==> src/rtl/simple_reg_initiator.sv <==
// Bus initiator feeding a hash core's register slave: writes a block, starts the core, polls CTRL
// and reads back the digest on the last block. Optional poll timeout: SIMPLE_REG_INITIATOR_POLL_TIMEOUT_EN.
module simple_reg_initiator #(
  parameter int                   DataWidth   = 64,
  parameter int                   AddrWidth   = 32,
  parameter int                   DataBytes   = DataWidth >> 3,
  parameter int                   BlockWidth  = 512,
  parameter int                   DigestWidth = 256,
  parameter int                   ByteAlign   = 1,
  parameter logic [AddrWidth-1:0] BaseAddr    = '0,
  parameter int                   PollTimeout = 1024
) (
  input  logic                   clk_i,
  input  logic                   rst_ni,
  input  logic [BlockWidth-1:0]  block_i,
  input  logic                   block_last_i,
  input  logic                   block_valid_i,
  output logic                   block_ready_o,
  output logic [DigestWidth-1:0] digest_o,
  output logic                   digest_valid_o,
  input  logic                   digest_ready_i,
  output logic                   error_o,
  output logic [DataWidth-1:0]   reqdata_o,
  output logic [AddrWidth-1:0]   reqaddr_o,
  output logic                   reqvalid_o,
  output logic                   reqwrite_o,
  output logic [DataBytes-1:0]   reqstrobe_o,
  input  logic                   reqready_i,
  output logic                   rspready_o,
  input  logic                   rspvalid_i,
  input  logic [DataWidth-1:0]   rspdata_i,
  input  logic                   rsperror_i
);

  localparam int Step      = (ByteAlign != 0) ? DataWidth / 8 : DataWidth / 32;
  localparam int BlRegs    = BlockWidth / DataWidth;
  localparam int DiNumRegs = (DigestWidth + DataWidth - 1) / DataWidth;
  localparam int MaxRegs   = (BlRegs > DiNumRegs) ? BlRegs : DiNumRegs;
  localparam int CntW      = (MaxRegs > 1) ? $clog2(MaxRegs) : 1;

  localparam logic [2:0] StIdle   = 3'd0;
  localparam logic [2:0] StWrBlk  = 3'd1;
  localparam logic [2:0] StWrCtrl = 3'd2;
  localparam logic [2:0] StPoll   = 3'd3;
  localparam logic [2:0] StRdDig  = 3'd4;
  localparam logic [2:0] StOut    = 3'd5;
`ifdef SIMPLE_REG_INITIATOR_POLL_TIMEOUT_EN
  localparam logic [2:0] StWrRst  = 3'd6;
  localparam int         PollW    = $clog2(PollTimeout + 1);
`endif

  localparam logic PhIssue = 1'b0;
  localparam logic PhWait  = 1'b1;

  if (DataWidth < 32 || (DataWidth & (DataWidth - 1)) != 0 || AddrWidth < 12 ||
      DataBytes != DataWidth / 8 || (BlockWidth % DataWidth) != 0 ||
      BaseAddr[11:0] != 12'h000 || PollTimeout < 1) begin : g_param_check
    $error("simple_reg_initiator: illegal parameter set");
  end

  logic [2:0]                     state_r, state_s;
  logic                           phase_r, phase_s;
  logic [CntW-1:0]                cnt_r, cnt_s;
  logic [BlockWidth-1:0]          block_r, block_s;
  logic                           last_r, last_s;
  logic [DiNumRegs*DataWidth-1:0] digest_r, digest_s;
  logic                           error_r, error_s;
  logic                           block_ready_r, block_ready_s;
  logic                           digest_valid_r, digest_valid_s;
  logic                           reqvalid_r, reqvalid_s;
  logic                           reqwrite_r, reqwrite_s;
  logic                           rspready_r, rspready_s;
  logic [AddrWidth-1:0]           reqaddr_r, reqaddr_s;
  logic [DataWidth-1:0]           reqdata_r, reqdata_s;
  logic [DataBytes-1:0]           reqstrobe_r, reqstrobe_s;
`ifdef SIMPLE_REG_INITIATOR_POLL_TIMEOUT_EN
  logic [PollW-1:0]               poll_r, poll_s;
`endif

  function automatic logic is_bus(input logic [2:0] st);
    case (st)
      StWrBlk, StWrCtrl, StPoll, StRdDig: is_bus = 1'b1;
`ifdef SIMPLE_REG_INITIATOR_POLL_TIMEOUT_EN
      StWrRst: is_bus = 1'b1;
`endif
      default: is_bus = 1'b0;
    endcase
  endfunction

  function automatic logic is_write(input logic [2:0] st);
    case (st)
      StWrBlk, StWrCtrl: is_write = 1'b1;
`ifdef SIMPLE_REG_INITIATOR_POLL_TIMEOUT_EN
      StWrRst: is_write = 1'b1;
`endif
      default: is_write = 1'b0;
    endcase
  endfunction

  function automatic logic [AddrWidth-1:0] addr_of(input logic [2:0] st, input logic [CntW-1:0] c);
    logic [AddrWidth-1:0] off;
    off = AddrWidth'(c) * AddrWidth'(Step);
    case (st)
      StWrBlk:          addr_of = BaseAddr + AddrWidth'(12'h100) + off;
      StRdDig:          addr_of = BaseAddr + AddrWidth'(12'h200) + off;
      StWrCtrl, StPoll: addr_of = BaseAddr;
`ifdef SIMPLE_REG_INITIATOR_POLL_TIMEOUT_EN
      StWrRst:          addr_of = BaseAddr;
`endif
      default:          addr_of = {AddrWidth{1'b0}};
    endcase
  endfunction

  function automatic logic [DataWidth-1:0] data_of(input logic [2:0] st, input logic [CntW-1:0] c,
                                                   input logic [BlockWidth-1:0] blk, input logic lst);
    case (st)
      StWrBlk:  data_of = blk[c*DataWidth +: DataWidth];
      StWrCtrl: data_of = {{(DataWidth-6){1'b0}}, lst, 4'b0000, 1'b1};
`ifdef SIMPLE_REG_INITIATOR_POLL_TIMEOUT_EN
      StWrRst:  data_of = {{(DataWidth-2){1'b0}}, 2'b10};
`endif
      default:  data_of = {DataWidth{1'b0}};
    endcase
  endfunction

  // Next-state logic; every output is derived from the next state so it leaves a flop.
  always_comb begin
    state_s  = state_r;
    phase_s  = phase_r;
    cnt_s    = cnt_r;
    block_s  = block_r;
    last_s   = last_r;
    digest_s = digest_r;
    error_s  = 1'b0;
`ifdef SIMPLE_REG_INITIATOR_POLL_TIMEOUT_EN
    poll_s   = poll_r;
`endif
    case (state_r)
      StIdle: begin
        if (block_valid_i && block_ready_r) begin
          block_s = block_i;
          last_s  = block_last_i;
          cnt_s   = {CntW{1'b0}};
          phase_s = PhIssue;
          state_s = StWrBlk;
        end else begin
          state_s = StIdle;
        end
      end
      StOut: begin
        if (digest_ready_i) begin
          state_s = StIdle;
        end else begin
          state_s = StOut;
        end
      end
      default: begin
        if (!is_bus(state_r)) begin
          state_s = StIdle;
          phase_s = PhIssue;
        end else if (phase_r == PhIssue) begin
          phase_s = reqready_i ? PhWait : PhIssue;
        end else if (rsperror_i) begin
          // An error response abandons the block, whatever step it was in.
          error_s = 1'b1;
          state_s = StIdle;
          phase_s = PhIssue;
        end else if (rspvalid_i) begin
          phase_s = PhIssue;
          case (state_r)
            StWrBlk: begin
              if (cnt_r == CntW'(BlRegs - 1)) begin
                state_s = StWrCtrl;
                cnt_s   = {CntW{1'b0}};
              end else begin
                cnt_s = cnt_r + 1'b1;
              end
            end
            StWrCtrl: begin
              state_s = StPoll;
`ifdef SIMPLE_REG_INITIATOR_POLL_TIMEOUT_EN
              poll_s  = {PollW{1'b0}};
`endif
            end
            StPoll: begin
              if (rspdata_i[0]) begin
`ifdef SIMPLE_REG_INITIATOR_POLL_TIMEOUT_EN
                if (poll_r == PollW'(PollTimeout - 1)) begin
                  state_s = StWrRst;
                end else begin
                  poll_s = poll_r + 1'b1;
                end
`else
                state_s = StPoll;
`endif
              end else if (last_r) begin
                state_s = StRdDig;
                cnt_s   = {CntW{1'b0}};
              end else begin
                state_s = StIdle;
              end
            end
            StRdDig: begin
              digest_s[cnt_r*DataWidth +: DataWidth] = rspdata_i;
              if (cnt_r == CntW'(DiNumRegs - 1)) begin
                state_s = StOut;
              end else begin
                cnt_s = cnt_r + 1'b1;
              end
            end
`ifdef SIMPLE_REG_INITIATOR_POLL_TIMEOUT_EN
            StWrRst: begin
              error_s = 1'b1;
              state_s = StIdle;
            end
`endif
            default: state_s = StIdle;
          endcase
        end else begin
          phase_s = PhWait;
        end
      end
    endcase

    reqvalid_s     = is_bus(state_s) && (phase_s == PhIssue);
    rspready_s     = is_bus(state_s);
    reqwrite_s     = is_bus(state_s) && is_write(state_s);
    reqstrobe_s    = reqwrite_s ? {DataBytes{1'b1}} : {DataBytes{1'b0}};
    reqaddr_s      = addr_of(state_s, cnt_s);
    reqdata_s      = data_of(state_s, cnt_s, block_s, last_s);
    block_ready_s  = (state_s == StIdle);
    digest_valid_s = (state_s == StOut);
  end

  // State and output registers.
  always_ff @(posedge clk_i or negedge rst_ni) begin
    if (!rst_ni) begin
      state_r        <= StIdle;
      phase_r        <= PhIssue;
      cnt_r          <= {CntW{1'b0}};
      block_r        <= {BlockWidth{1'b0}};
      last_r         <= 1'b0;
      digest_r       <= {(DiNumRegs*DataWidth){1'b0}};
      error_r        <= 1'b0;
      block_ready_r  <= 1'b0;
      digest_valid_r <= 1'b0;
      reqvalid_r     <= 1'b0;
      reqwrite_r     <= 1'b0;
      rspready_r     <= 1'b0;
      reqaddr_r      <= {AddrWidth{1'b0}};
      reqdata_r      <= {DataWidth{1'b0}};
      reqstrobe_r    <= {DataBytes{1'b0}};
`ifdef SIMPLE_REG_INITIATOR_POLL_TIMEOUT_EN
      poll_r         <= {PollW{1'b0}};
`endif
    end else begin
      state_r        <= state_s;
      phase_r        <= phase_s;
      cnt_r          <= cnt_s;
      block_r        <= block_s;
      last_r         <= last_s;
      digest_r       <= digest_s;
      error_r        <= error_s;
      block_ready_r  <= block_ready_s;
      digest_valid_r <= digest_valid_s;
      reqvalid_r     <= reqvalid_s;
      reqwrite_r     <= reqwrite_s;
      rspready_r     <= rspready_s;
      reqaddr_r      <= reqaddr_s;
      reqdata_r      <= reqdata_s;
      reqstrobe_r    <= reqstrobe_s;
`ifdef SIMPLE_REG_INITIATOR_POLL_TIMEOUT_EN
      poll_r         <= poll_s;
`endif
    end
  end

  assign block_ready_o  = block_ready_r;
  assign digest_o       = digest_r[DigestWidth-1:0];
  assign digest_valid_o = digest_valid_r;
  assign error_o        = error_r;
  assign reqdata_o      = reqdata_r;
  assign reqaddr_o      = reqaddr_r;
  assign reqvalid_o     = reqvalid_r;
  assign reqwrite_o     = reqwrite_r;
  assign reqstrobe_o    = reqstrobe_r;
  assign rspready_o     = rspready_r;

endmodule

==> config.mk <==
export PLATFORM = sky130hd
export DESIGN_NAME = simple_reg_initiator
export DESIGN_NICKNAME = d
export VERILOG_FILES = /design/src/rtl/simple_reg_initiator.sv
export SDC_FILE = /design/constraint.sdc
export NUM_CORES = 2
export LEC_CHECK = 0
export BUFFER_PORTS_ARGS = -buffer_cell sky130_fd_sc_hd__buf_2
export CAP_MARGIN = 10
export CORE_AREA = 2 2 374 376
export CTS_BUF_LIST = sky130_fd_sc_hd__clkbuf_8 sky130_fd_sc_hd__clkbuf_16
export CTS_CLUSTER_DIAMETER = 200
export DETAILED_ROUTE_END_ITERATION = 10
export DIE_AREA = 0 0 376 378
export PLACE_DENSITY = 0.52
export SLEW_MARGIN = 15
export SYNTH_ARGS = -nofsm -noshare
export SYNTH_HDL_FRONTEND = slang
export SYNTH_SLANG_ARGS = --single-unit
==> constraint.sdc <==
create_clock -name clk_i -period 3.9 [get_ports clk_i]
set_input_delay 0.78 -clock clk_i [delete_from_list [all_inputs] [get_ports clk_i]]
set_output_delay 0.78 -clock clk_i [all_outputs]
set_load 0.1 [all_outputs]
* Yosys cells after proc, flatten, opt, wreduce, memory -nomap -nowiden
Cells that the tools add are included.
** Cells by class
- Add/subtract/negate cells :: 4
- Eq/ne operators :: 12
- Shift operators :: 3
- Multiplexer cells :: 46
- Bitwise operators :: 3
- Reduce and logical (&&, ||, !) cells :: 10
** Operator list (number)
- 512-bit 2-to-1 mux :: 2
- 512-bit by 10-bit variable part select with 64-bit output :: 1
- 256-bit bitwise mux :: 1
- 64-bit by 34-bit variable shift with 256-bit output (first input constant) :: 1
- 64-bit by 34-bit variable part select with 256-bit output :: 1
- 64-bit one-hot mux with 2 select lines :: 1
- 3-bit 2-to-1 mux :: 18
- 9-bit negation with 34-bit output :: 1
- 11-bit one-hot mux with 2 select lines :: 1
- 1-bit 2-to-1 mux :: 17
- 3-bit by 2-bit == test with 1-bit output (second input constant) :: 5
- 3-bit == test (second input constant) :: 5
- 3-bit one-hot mux with 2 select lines :: 2
- 3-bit one-hot mux with 4 select lines :: 1
- 10-bit by 6-bit adder with 11-bit output (first input constant) :: 1
- 9-bit by 6-bit adder with 10-bit output (first input constant) :: 1
- 3-bit one-hot mux with 3 select lines :: 1
- 8-bit 2-to-1 mux :: 1
- 4-bit OR reduction :: 2
- 3-bit by 1-bit == test with 1-bit output (second input constant) :: 2
- 3-bit logical NOT :: 2
- 6-bit AND reduction :: 1
- 2-bit OR reduction :: 2
- 3-bit by 1-bit adder with 3-bit output (second input constant) :: 1
- other kinds (3) :: 7
** Storage, ports and cells
- Register bits :: 886
- Output and inout bits :: 366
- Logic and storage cells :: 93

* Depth between registers and ports, before layout
- Depth after elaboration :: 13
- Gate-level depth with buffers :: 13

* Least setup slack after synthesis
OpenSTA, ideal clock, no wires.
- Path type :: flip-flop to flip-flop
- From :: register block_ready_r, in the netlist block_ready_o
- To :: register reqdata_r[5], in the netlist reqdata_o[5]
- Library setup time :: 122 ps
- Arrival :: 2938 ps
- Data required time :: 3778 ps
- Slack :: 840 ps
- Stages on the path, launching flop included :: 10
- Buffers on the path :: 3
- Clock period less this slack :: 3060 ps
- Path through :: dfrtp_1 nand2_1 or4_1 buf_2 buf_6 a32oi_1 buf_2 mux4_2 o21a_1 a32o_1
** Between the ends
- Cells in the longest elaborated chain, start to end :: 5
- Elaborated cells between the ends (all ways) :: 13
- Those cells by class :: eq/ne (2); shift (1); mux (9); reduce/logical (1)
** RTL lines
- start, declared :: RTL line 68 : logic block_ready_r, block_ready_s;
- start signal, assigned :: RTL line 264 : block_ready_r <= block_ready_s;
- 1-bit logical AND (*) :: RTL line 140 : if (block_valid_i && block_ready_r) begin
- 3-bit 2-to-1 mux (tied with other cells) :: RTL line 140
- 3-bit one-hot mux with 2 select lines / 512-bit 2-to-1 mux (equally long branches) :: RTL line 138 : case (state_r)
- 512-bit by 10-bit variable part select with 64-bit output (tied with other cells) :: RTL line 117 : StWrBlk: data_of = blk[c*DataWidth +: DataWidth];
- 64-bit one-hot mux with 2 select lines (*) :: RTL line 116 : case (st)
- via reqdata_s[5] :: RTL line 74 : logic [DataWidth-1:0] reqdata_r, reqdata_s;
- end signal, assigned :: RTL line 251 : reqdata_r <= {DataWidth{1'b0}};
- end signal, assigned :: RTL line 270 : reqdata_r <= reqdata_s;
- end, declared :: RTL line 74
Mark *: on every way through the listed nets, which the timed path passes. The rest lies on a longest branch.
A chain may end at the register's enable or synchronous reset.

* Worst setup path after layout
- From :: register cnt_r[1]
- To :: register reqdata_r[63], in the netlist reqdata_o[63]
** Between the ends
- Cells in the longest elaborated chain, start to end :: 10
- Elaborated cells between the ends (all ways) :: 26
- Those cells by class :: add/sub (1); eq/ne (4); shift (1); mux (20)
** RTL lines
- start, declared :: RTL line 63 : logic [CntW-1:0] cnt_r, cnt_s;
- start signal, assigned :: RTL line 240 : cnt_r <= {CntW{1'b0}};
- start signal, assigned :: RTL line 259 : cnt_r <= cnt_s;
- 3-bit by 1-bit adder with 3-bit output (tied with other cells) :: RTL line 176, 208
- 3-bit 2-to-1 mux, on equally long branches :: RTL line 205, 172, 186
- 3-bit one-hot mux with 3 select lines / 3-bit one-hot mux with 4 select lines (equally long branches) :: RTL line 170 : case (state_r)
- 3-bit 2-to-1 mux :: RTL line 168 : end else if (rspvalid_i) begin
- 3-bit 2-to-1 mux :: RTL line 163 : end else if (rsperror_i) begin
- 3-bit 2-to-1 mux :: RTL line 161 : end else if (phase_r == PhIssue) begin
- 3-bit 2-to-1 mux :: RTL line 158 : if (!is_bus(state_r)) begin
- 3-bit one-hot mux with 2 select lines :: RTL line 138
- 512-bit by 10-bit variable part select with 64-bit output (tied with other cells) :: RTL line 117
- 64-bit one-hot mux with 2 select lines (*) :: RTL line 116
- via reqdata_s[63] :: RTL line 74
Marks and branches as above.

==> out/metrics.cfg <==
[sta]
max_freq_mhz=301.2
post-route-min-period_ns=3.320
relSlewSlack_pct=19.33
fin_ws_ns=0.5799
worst_slew_pin_slew_ns=1.210
rsz0062_at_grt=no
finalSetupViolCount=0
fin_hold_ws_ns=-0.02765
fin_crit_sh_pct=85.13
fin_skew_ns=0.07569
slew_viol_final=0
tns_ns=0
hold_viol_final=3

[grt]
antenna_found_initial=53
met3_usage_pct=5.196
grt_pass1_vias=29340
met2_usage_pct=29.39
met1_usage_pct=27.23
busiest_layer=met2
track_usage_pct=19.66
grt_pass1_wl_mm=205.1
overflow=0
grt_max_degree=170

[power]
netSwitchingFraction_pct=40.40
power_leakage_nw=24.78
pwr-share-seq_pct=33.5
pwr_density_cell_nw_per_um2=799.9
pwr-share-clk_pct=25.2
peakVddDrop_mv=0.4667
p_sw_mw=14.98
pwr-share-comb_pct=41.3
internal_power_mw=22.09

[die]
chipWidth_um=376
die-area_um2=142100
initial_core_util_pct=26.17
ioPinCount=950
coreArea_um2=138500
num_rows=137
die_h_um=378

[clock_network]
clockRootBuffer=clkbuf_16
cts.sinks=851
cts-resized-gates=0
cts_tree=yes
cts_max_path_buffers=3
htree_levels=3
numCtsBuffers=95
holdBufCountCts=0
path_clk_slew_ns=0.06
post_cts_buffers=0
clk_latency_ns=0.73

[final_layout]
final_common_cell=nand2_1
drive_gt1_share_pct=29.77
layout.cells.most_common_list=1925 x nand2_1, 921 x buf_2, 851 x dfrtp_1
final_cells=6445
seq_area_um2=21300
syn_to_final_growth_pct=27.88
nets=5134
multi_input_area_um2=13710
fill_cells=14440

[critical_path]
cp_max_fo=21
r2r_end=reqdata_o[63]
cp_data_arrival_time_ns=3.89
path_class=flop to flop
timing.rr.start=cnt_r[1]
cp-end-kind=flop
reg2reg_depth=11
critPathRequiredTime_ns=4.47
r2r_slack_ns=0.58
startpoint_type=flop

[routing]
antenna_left=0
vias=29410
wl_per_cell_um=22.11
drc_errors=0
drtIter0Drc=2070
post_drt_via_cell_ratio=4.563
drt_first_pass_iters=5
drt-total-wl_mm=142.5

[yosys]
ys_ff_latch=851
synthArstFlopShare_pct=100.0
synth_edf_count=0
synth_cell_types=57
yosysWarnings=0
synthFlopType=dfrtp_1
synth_area_um2=36240
seq_area_frac_synth_pct=58.76
syn_area_per_cell_um2=9.843
netlist_instances=3682

[placed_design]
globalplace.congestion=0.8644
dpl.hpwl_mm=106.0
io_buffers=922
place_inst=6252
place_ws_ns=0.04820

[status]
status=finished, violations left
violations=negative hold slack

[min_path]
min_path_type=input port to asynchronous set/reset pin

[flow_run]
maxCapViolations=0

[cells in the mapped netlist (2+ instances only)]
cell type  number  share of area (%)
a21oi_1         5              0.069
a22oi_1         2              0.041
a2bb2oi_1       2              0.048
a311oi_1        5               0.12
and2_1          2              0.035
and3b_1         2              0.048
buf_1          16               0.17
buf_2          58               0.80
buf_4          42               0.87
buf_6          21               0.65
clkbuf_1      136                1.4
dfrtp_1       851                 59
ha_1            8               0.28
inv_1          10               0.10
inv_2           2              0.021
mux2_2         67                2.1
mux2i_1         6               0.17
mux4_2        121                7.5
nand2_1      1925                 20
nand2b_1        6               0.10
nand3_1        19               0.26
nor2_1         17               0.18
nor3b_1         2              0.041
nor3b_2         2              0.069
nor4_1          2              0.035
o2111ai_1       2              0.048
o211a_1        57                1.6
o211ai_1       10               0.21
o21ai_0       197                2.7
o21bai_1        2              0.041
o22ai_1         3              0.052
or2_0           3              0.052
or2_1          54               0.93
or2_2           2              0.035
[registers in the layout, indices dropped and copies added, names as in the netlist, 3 cells and up]
| register | count |
|---|---|
| reqdata_o | 64 |
| state_r | 3 |
| cnt_r | 3 |
| digest_o | 256 |
| block_r | 512 |
| reqaddr_o | 5 |
[worst max path at each step]
stage | start | endpoint | slack [ns] | cells past startpoint
global placement | rsperror_i | reqdata_o[44] | 0.11 | 9
finish | cnt_r[1] | reqdata_o[63] | 0.58 | 11
global route | cnt_r[1] | reqdata_o[22] | 0.34 | 11
floorplan | block_ready_o | reqdata_o[5] | 0.84 | 9
CTS | phase_r | reqdata_o[63] | 0.43 | 8
detailed placement | rsperror_i | reqdata_o[63] | 0.05 | 9
[power by group through the flow]
| stage | Clock [mW] | Combinational [mW] | Sequential (mW) |
|---|---|---|---|
| 6_report | 9.33 | 15.3 | 12.4 |
| 2_1_floorplan | 0 | 9.12 | 13.8 |
| 3_5_place_dp | 0 | 15.4 | 12.6 |
| 4_1_cts | 9.58 | 15.5 | 12.5 |
| 5_1_grt | 9.91 | 16.7 | 12.7 |
| 3_3_place_gp | 0 | 15.3 | 12.5 |
[worst max-delay path, stage by stage, from the launching register on]
cell,delay [ns]
dfrtp_1,0.46
ha_1,0.33
inv_1,0.07
ha_1,0.18
and3b_1,0.17
o21ai_1,0.23
o41ai_4,0.26
inv_4,0.33
buf_12,0.28
mux4_2,0.52
or2_1,0.22
o211a_1,0.12
[per-stage QoR]
| step | hold WS (ns) | instance area, um2 | utilization (%) | total power [mW] |
|---|---|---|---|---|
| after floorplan | 0.4360 | 36340 | - | 22.87 |
| after global placement | 0.4499 | 43020 | 31.06 | 27.83 |
| after detailed placement | 0.4529 | 43020 | 31.06 | 27.98 |
| after CTS | 0.06950 | 46300 | 33.43 | 37.51 |
| after global routing | 0.01424 | 46320 | 33.44 | 39.31 |
| final | -0.02765 | 46350 | 33.46 | 37.07 |
[final cells by class]
| cell class | instances | share of cell area (%) |
|---|---|---|
| Antenna cell | 19 | 0.1026 |
| Clock buffer | 112 | 5.634 |
| Clock inverter | 62 | 1.436 |
| Inverter | 12 | 0.1053 |
| Multi-Input combinational cell | 2572 | 29.57 |
| Sequential cell | 851 | 45.95 |
| Tap cell | 1807 | 4.878 |
| Timing Repair Buffer | 1010 | 12.32 |
[kinds of logic after synthesis]
| logic type | Yosys count | share of synthesized area (%) |
|---|---|---|
| DFF | 851 | 58.76 |
| buffers and inverters | 285 | 4.022 |
| and+or+nand+nor | 2045 | 21.93 |
| muxes | 194 | 9.767 |
| AOI/OAI and AO/OA | 298 | 5.241 |
| adders and majority gates | 8 | 0.2762 |
| other | 1 | 0.01035 |
[layer usage]
layer	wire (um)	up-vias
li1	-	13590
met1	63660	14360
met2	62580	1186
met3	10920	233
met4	5098	42
met5	269	-
No activity file was read; power rests on OpenSTA's default activity.
